File: src/rtl/mem_arb_pkg.sv
// Shared types, constants and helpers for the instruction/data memory arbiter.
package mem_arb_pkg;

    // Which requester owns the response slot in the cycle after a grant.
    typedef enum logic [1:0] {
        OWN_NONE = 2'd0,
        OWN_IF   = 2'd1,
        OWN_LS   = 2'd2
    } owner_e;

    // Memory rw_mode value that never writes.
    localparam logic MEM_IDLE_RW = 1'b1;

    // True when a byte address is word-aligned and inside a 2**addr_w word memory.
    function automatic logic word_addr_ok(input logic [31:0] addr, input int unsigned addr_w);
        return ((addr >> (addr_w + 32'd2)) == 32'd0) && (addr[1:0] == 2'b00);
    endfunction

endpackage

File: src/rtl/mem_arb_starve_cnt.sv
// Saturating count of consecutive cycles the fetch port was refused.
// Ports:
//   i_clk, i_rst   clock, synchronous active-high reset
//   if_valid       fetch request pending this cycle
//   if_grant       fetch granted this cycle
//   force_grant    fetch has waited MAX_WAIT cycles and must win next
module mem_arb_starve_cnt #(
    parameter int unsigned MAX_WAIT = 4
) (
    input  logic i_clk,
    input  logic i_rst,
    input  logic if_valid,
    input  logic if_grant,
    output logic force_grant
);

    localparam int unsigned CNT_W = $clog2(MAX_WAIT + 1);

    logic [CNT_W-1:0] wait_cnt;
    logic [CNT_W-1:0] cnt_next;

    // Clear when fetch is served or withdraws, otherwise count up to the limit.
    always_comb begin
        cnt_next = wait_cnt;
        if (!if_valid || if_grant) begin
            cnt_next = '0;
        end else if (wait_cnt != CNT_W'(MAX_WAIT)) begin
            cnt_next = wait_cnt + CNT_W'(1);
        end
    end

    // force_grant is registered alongside the count so it equals (wait_cnt == MAX_WAIT).
    always_ff @(posedge i_clk) begin
        if (i_rst) begin
            wait_cnt    <= '0;
            force_grant <= 1'b0;
        end else begin
            wait_cnt    <= cnt_next;
            force_grant <= (cnt_next == CNT_W'(MAX_WAIT));
        end
    end

endmodule

File: src/rtl/mem_arbiter.sv
// Shares a single-port registered-read memory between instruction fetch
// (read-only) and load/store (read/write) requesters.
// Ports:
//   i_clk, i_rst                  clock, synchronous active-high reset
//   in_if_*/out_if_*              fetch request (valid/addr/ready) and response
//   in_ls_*/out_ls_*              load/store request and response
//   out_mem_*                     memory address, rw_mode (1=read), write data, byte enables
//   in_mem_data                   memory read data, valid the cycle after the address
module mem_arbiter
    import mem_arb_pkg::*;
#(
    parameter int unsigned ADDR_W   = 10,
    parameter int unsigned MAX_WAIT = 4
) (
    input  logic              i_clk,
    input  logic              i_rst,
    input  logic              in_if_valid,
    input  logic [31:0]       in_if_addr,
    output logic              out_if_ready,
    output logic              out_if_rsp_valid,
    output logic [31:0]       out_if_rsp_data,
    output logic              out_if_rsp_err,
    input  logic              in_ls_valid,
    input  logic              in_ls_write,
    input  logic [31:0]       in_ls_addr,
    input  logic [31:0]       in_ls_wdata,
    input  logic [3:0]        in_ls_byte_en,
    output logic              out_ls_ready,
    output logic              out_ls_rsp_valid,
    output logic [31:0]       out_ls_rsp_data,
    output logic              out_ls_rsp_err,
    output logic [ADDR_W-1:0] out_mem_addr,
    output logic              out_mem_rw_mode,
    output logic [31:0]       out_mem_write_data,
    output logic [3:0]        out_mem_byte_en,
    input  logic [31:0]       in_mem_data
);

    logic              force_grant;
    logic              if_grant;
    logic              ls_grant;
    logic              if_ok;
    logic              ls_ok;
    logic [ADDR_W-1:0] if_waddr;
    logic [ADDR_W-1:0] ls_waddr;
    logic [ADDR_W-1:0] last_addr_q;
    owner_e            rsp_owner_q;
    logic              rsp_is_store_q;
    logic              rsp_err_q;

    assign if_ok    = word_addr_ok(in_if_addr, ADDR_W);
    assign ls_ok    = word_addr_ok(in_ls_addr, ADDR_W);
    assign if_waddr = in_if_addr[ADDR_W+1:2];
    assign ls_waddr = in_ls_addr[ADDR_W+1:2];

    mem_arb_starve_cnt #(
        .MAX_WAIT (MAX_WAIT)
    ) u_starve_cnt (
        .i_clk       (i_clk),
        .i_rst       (i_rst),
        .if_valid    (in_if_valid),
        .if_grant    (if_grant),
        .force_grant (force_grant)
    );

    // Grant selection and memory drive; load/store wins unless fetch is starved.
    always_comb begin
        if_grant           = 1'b0;
        ls_grant           = 1'b0;
        out_mem_addr       = last_addr_q;
        out_mem_rw_mode    = MEM_IDLE_RW;
        out_mem_write_data = '0;
        out_mem_byte_en    = '0;

        if (!i_rst) begin
            if (in_if_valid && (force_grant || !in_ls_valid)) begin
                if_grant = 1'b1;
            end else if (in_ls_valid) begin
                ls_grant = 1'b1;
            end
        end

        // Out-of-range requests are accepted but never reach the memory.
        if (if_grant && if_ok) begin
            out_mem_addr = if_waddr;
        end
        if (ls_grant && ls_ok) begin
            out_mem_addr = ls_waddr;
            if (in_ls_write) begin
                out_mem_rw_mode    = 1'b0;
                out_mem_write_data = in_ls_wdata;
                out_mem_byte_en    = in_ls_byte_en;
            end
        end
    end

    assign out_if_ready = if_grant;
    assign out_ls_ready = ls_grant;

    // Response slot captured at grant; last address held for idle cycles.
    always_ff @(posedge i_clk) begin
        if (i_rst) begin
            last_addr_q    <= '0;
            rsp_owner_q    <= OWN_NONE;
            rsp_is_store_q <= 1'b0;
            rsp_err_q      <= 1'b0;
        end else begin
            last_addr_q <= out_mem_addr;
            if (if_grant) begin
                rsp_owner_q    <= OWN_IF;
                rsp_is_store_q <= 1'b0;
                rsp_err_q      <= !if_ok;
            end else if (ls_grant) begin
                rsp_owner_q    <= OWN_LS;
                rsp_is_store_q <= in_ls_write;
                rsp_err_q      <= !ls_ok;
            end else begin
                rsp_owner_q    <= OWN_NONE;
                rsp_is_store_q <= 1'b0;
                rsp_err_q      <= 1'b0;
            end
        end
    end

    // Responses are suppressed while reset is held so an in-flight one is dropped.
    always_comb begin
        out_if_rsp_valid = !i_rst && (rsp_owner_q == OWN_IF);
        out_ls_rsp_valid = !i_rst && (rsp_owner_q == OWN_LS);
        out_if_rsp_err   = out_if_rsp_valid && rsp_err_q;
        out_ls_rsp_err   = out_ls_rsp_valid && rsp_err_q;
        out_if_rsp_data  = (out_if_rsp_valid && !rsp_err_q) ? in_mem_data : 32'd0;
        out_ls_rsp_data  = (out_ls_rsp_valid && !rsp_err_q && !rsp_is_store_q) ? in_mem_data : 32'd0;
    end

endmodule

File: config.mk
export PLATFORM = sky130hd
export DESIGN_NAME = mem_arbiter
export DESIGN_NICKNAME = d
export VERILOG_FILES = /design/src/rtl/mem_arb_pkg.sv /design/src/rtl/mem_arb_starve_cnt.sv /design/src/rtl/mem_arbiter.sv
export SDC_FILE = /design/constraint.sdc
export NUM_CORES = 1
export LEC_CHECK = 0
export CORE_AREA = 2 2 99 101
export CTS_BUF_LIST = sky130_fd_sc_hd__clkbuf_2 sky130_fd_sc_hd__clkbuf_4 sky130_fd_sc_hd__clkbuf_8
export DETAILED_ROUTE_END_ITERATION = 8
export DIE_AREA = 0 0 101 103
export PLACE_DENSITY = 0.79
export REMOVE_ABC_BUFFERS = 1
export SLEW_MARGIN = 15
export SYNTH_ARGS = -nofsm -noshare
export SYNTH_HDL_FRONTEND = slang
export SYNTH_HIERARCHICAL = 1
export SYNTH_SLANG_ARGS = --single-unit
File: constraint.sdc
create_clock -name i_clk -period 5.09 [get_ports i_clk]
set_input_delay 1.018 -clock i_clk [delete_from_list [all_inputs] [get_ports i_clk]]
set_output_delay 1.018 -clock i_clk [all_outputs]
set_load 0.01 [all_outputs]
# Yosys cells after proc, flatten, opt, wreduce, memory -nomap -nowiden
# Index checks and enable logic that the tools add are counted.
[op_classes]
addsub = 1
reduce_logical = 27
bitwise = 1
n_mux = 21
eq_ne = 4
[op_table]
columns = ["op", "count"]
rows = [
  ["two-way mux 32 bit", 4],
  ["zero test 32 bit", 2],
  ["two-way mux 10 bit", 2],
  ["logical AND 1 bit", 12],
  ["two-way mux 1 bit", 10],
  ["two-way mux 4 bit", 2],
  ["zero test 1 bit", 7],
  ["two-way mux 3 bit", 2],
  ["zero test 2 bit", 2],
  ["adder 3 x 1 -> 3 bit, second input constant", 1],
  ["equality test 3 bit, second input constant", 1],
  ["inequality test 3 bit, second input constant", 1],
  ["OR reduction 3 bit", 1],
  ["equality test 2 x 1 -> 1 bit, second input constant", 1],
  ["equality test 2 bit, second input constant", 1],
  ["logical OR 1 bit", 2],
  ["two-way mux 2 bit", 1],
  ["OR reduction 2 bit", 1],
  ["NOT 1 bit", 1],
]
[totals]
input_bits = 137
wordCells = 61
regBits = 18
out_inout_bits = 117

# Longest topological paths before layout
[logic_depth]
depth_word = 8
ltp_mapped = 6

# By module
# Netlist, hierarchy kept.
[modules_own_cells]
columns = ["module", "cells_per_inst", "area_each_um2", "n_inst"]
rows = [
  ["mem_arbiter", 235, 1719.1, 1],
  ["mem_arb_starve_cnt", 22, 197.7, 1],
]

# Least setup slack after synthesis
# No wires, ideal clock.
[synth_path]
path_type = "input-to-output"
start = "in in_ls_addr[27]"
end = "out out_mem_write_data[22]"
arrival_time_ps = 2254
path_stages = 5
path_buffers = 1
setup_slack_ps = 1818
cell_sequence = "nor4_2 nand4_2 nor4_4 buf_6 and2_1"
[synth_via]
elab_chain_cells = 4
[synth_lines]
columns = ["element", "line", "rtl"]
rows = [
  ["from (decl)", "mem_arbiter.sv:25", "input logic [31:0] in_ls_addr,"],
  ["zero test 32 bit", "mem_arb_pkg.sv:16", "return ((addr >> (addr_w + 32'd2)) == 32'd0) && (addr[1:0] == 2'b00);"],
  ["logical AND 1 bit", "mem_arb_pkg.sv:16", ""],
  ["logical AND 1 bit", "mem_arbiter.sv:87", "if (ls_grant && ls_ok) begin"],
  ["two-way mux 32 bit", "mem_arbiter.sv:87", ""],
  ["to (decl)", "mem_arbiter.sv:34", "output logic [31:0] out_mem_write_data,"],
]
# No other way between the ends.

# Worst setup path in the final report
[layout_path]
start = "in in_ls_addr[16]"
end = "out out_mem_addr[5]"
[layout_via]
elab_chain_cells = 4
[layout_lines]
columns = ["element", "line", "rtl"]
rows = [
  ["zero test 32 bit", "mem_arb_pkg.sv:16", ""],
  ["logical AND 1 bit", "mem_arb_pkg.sv:16", ""],
  ["logical AND 1 bit", "mem_arbiter.sv:87", ""],
  ["two-way mux 10 bit", "mem_arbiter.sv:87", ""],
  ["to (decl)", "mem_arbiter.sv:32", "output logic [ADDR_W-1:0] out_mem_addr,"],
]
# No other way between the ends.

==> results by group <==
Run status
  – Status: finished, final reports clean

Synth
  – Post-synthesis cell type count: 28
  – Ys Warns: 6
  – Cells after Synth: ~260
  – Post-synth top flop: dfxtp_1
  – #FFs+latches synth: 18
  – Synthesized area: 1920 um^2
  – Post-synth EDFFs: 0
  – Synth area leaders: and2_1 34%, dfxtp_1 19%, a221oi_1 4.6%, a32oi_1 4.6%, a22oi_1 3.9%
  – Yosys top cell by area: and2_1
  – Fraction of registers with async set or reset after synthesis: 0%
  – Yosys top cell area share: roughly 34%
  – Avg Cell Area, Syn: 7.46 um^2
  – Sequential area share after synthesis: around a fifth

Floorplanning
  – Die W: slightly above 100 um
  – CORE AREA: 9460 um^2
  – Ports: roughly 250
  – Starting Density: about a fifth
  – Die Ht: roughly 100 um
  – Cell Rows: 36
  – Die area: between 10,000 and 15,000 um^2

GRT
  – First-pass GRT wire length: roughly 13,000 um
  – All-Layer GR Usage: approximately 16%
  – Vias in the first global route: around 2,600
  – Largest net degree at the start of global routing: 38
  – GRT overflow: 0
  – Initial antenna violation count: 0

STA
  – Slew headroom: 65.8%
  – Fmax: around 230 MHz
  – Final Cycle Share: between 80 and 90%
  – Clock Skews: ~0.0024 ns
  – Setup WS post-layout: between 0.6 and 0.7 ns
  – Final setup viols: 0
  – Tmin final: about 4.4 ns
  – RSZ-0062 raised after global routing: no
  – TNS Setup: 0 ns
  – Hold Slack: ~0.53 ns
  – Pin slew with the least headroom to its limit: roughly 0.51 ns
  – Hold Fails Final Rpt: 0
  – Max-slew violations: 0

Layout
  – Syn-to-layout area delta: 140%
  – ANT cells: 0
  – Final core occ: 48.7%
  – Layout cells sized above 1: 3.98%
  – Post-layout net count: 642
  – Highest-count cells in the layout ignoring fill and taps: 253 x clkdlybuf4s50_1, 105 x and2_1, 18 x dfxtp_1
  – Most common cell after layout, fill and taps aside: clkdlybuf4s50_1

Drt
  – Initial DRC count: 131
  – First-pass DRT Iterations: 4
  – DRT Wirelength: about 9000 um
  – Vias post-DR: between 2,000 and 3,000
  – Vias/cell: between 4 and 5
  – Antenna Nets Post-Route: 0
  – DRC violations left: 0
  – DR WL/cell: ~15 um

Power
  – Clock network fraction of total power: approximately 27%
  – Leak: approximately 1.8 nW
  – Pwr per Cell Area: just over 90 nW/um^2
  – Seq pwr share: between 30% and 40%
  – Power Internal: approximately 0.33 mW
  – Combinational share of power: 39.4%
  – Worst ir drop on vdd: about 0.09 mV
  – Switching pwr: about 0.098 mW
  – Sw Share: 22.7%

Clocking
  – Root Driver: clkbuf_8
  – Sink Count: 18
  – H-tree depth: 1
  – Clk buf depth: 2
  – Post-CTS setup buffers: 0
  – Worst-path clk slew: 0.07 ns
  – PostCTS Resize Cnt: 0
  – CTS tree: done
  – Total CTS buffers: 3
  – # hold bufs at CTS: 0
  – Worst-Skew Late Latency: approximately 0.25 ns

Placement
  – Dpl ws: ~0.67 ns
  – PortBufs: 253
  – Post-DP HPWL: 7900 um
  – RePlAce Congestion: between 0.7 and 0.8

Worst setup path
  – Data required time of the worst path: approximately 4.1 ns
  – CP arrival: between 3 and 4 ns
  – Worst Setup End Kind: output port
  – Worst reg2reg setup slack: 3.36 ns
  – Type of origin of the critical path: primary input
  – Crit-path max FO: 10
  – Setup CP Type: in2out

Hold path
  – Min-delay worst type: reg2reg

Run
  – Max Cap Violations: 0
==> per-stage QoR <==
| step | area, um^2 | instances | total power, mW |
|---|---|---|---|
| after detailed placement | 4550 | 612 | 0.319 |
| after floorplan | 1820 | 239 | 0.179 |
| after global placement | 4550 | 612 | 0.316 |
| after CTS | 4600 | 616 | 0.436 |
| after global routing | 4600 | 616 | 0.455 |
| final | 4600 | 616 | 0.430 |
==> cells by family (layout without fill, tap and decap cells) <==
group,count (synthesis),count (layout),share of synthesized area (%)
DFF,18,18,18.8
adders and majority gates,2,2,1.31
and+or+nand+nor,160,160,55.0
buffers and inverters,34,279,8.22
AOI/OAI and AO/OA,43,43,16.6
==> registers in the layout, summed over array words and instances, names as in the netlist <==
name                      count
last_addr_q                  10
rsp_err_q                     1
rsp_is_store_q                1
rsp_owner_q                   2
u_starve_cnt/force_grant      1
u_starve_cnt/wait_cnt         3
==> power by group through the flow <==
stage	clock (mW)	combinational [mW]	sequential (mW)
5_1_grt	0.127	0.182	0.146
6_report	0.116	0.169	0.145
3_3_place_gp	0	0.167	0.148
4_1_cts	0.120	0.171	0.145
2_1_floorplan	0	0.0309	0.148
3_5_place_dp	0	0.170	0.149
==> path summary, 6_finish.rpt <==
kind / start / to / depth (start not counted)
worst max-delay path: in_ls_addr[16] / out_mem_addr[5] / 6
worst min-delay path: last_addr_q[0] / last_addr_q[0] / 2
worst max register to register: u_starve_cnt/force_grant / last_addr_q[5] / 4
worst min register to register: last_addr_q[0] / last_addr_q[0] / 2
==> final cells by class <==
| class | count | area (um^2) |
|---|---|---|
| tap | 114 | 143 |
| timing repair buffer | 259 | 2580 |
| multi-input combinational | 205 | 1410 |
| clock buffer | 4 | 55.1 |
| inverter | 16 | 60.1 |
| fill | 932 | 4850 |
| sequential | 18 | 360 |
==> synth_stat cells (2+ instances only) <==
master	count
inv_1	16
dfxtp_1	18
nor4_4	3
a32oi_1	10
and4_1	3
a22oi_1	10
buf_6	3
nor2b_1	4
and2_1	105
buf_2	6
nor4_1	6
ha_1	2
o21ai_0	11
nor3_1	2
nand2_1	5
a221oi_1	10
nand4_1	2
nor4_2	3
and3_1	12
nor3b_1	3
nor2_1	8
clkbuf_1	9
==> per-layer routing <==
metal  track usage (%)  wire length, um
met1              18.1             3170
met2              29.7             4890
met3              3.86              840
met4              3.53              137
met5                 0                0
==> critical path, cell delays in order <==
cell and delay [ns]:
clkdlybuf4s50_1 0.40, nor4_1 0.49, and4_1 0.50, a32oi_1 0.15
a22oi_1 0.23, clkdlybuf4s50_1 0.59
No activity file was read; power rests on OpenSTA's default activity.
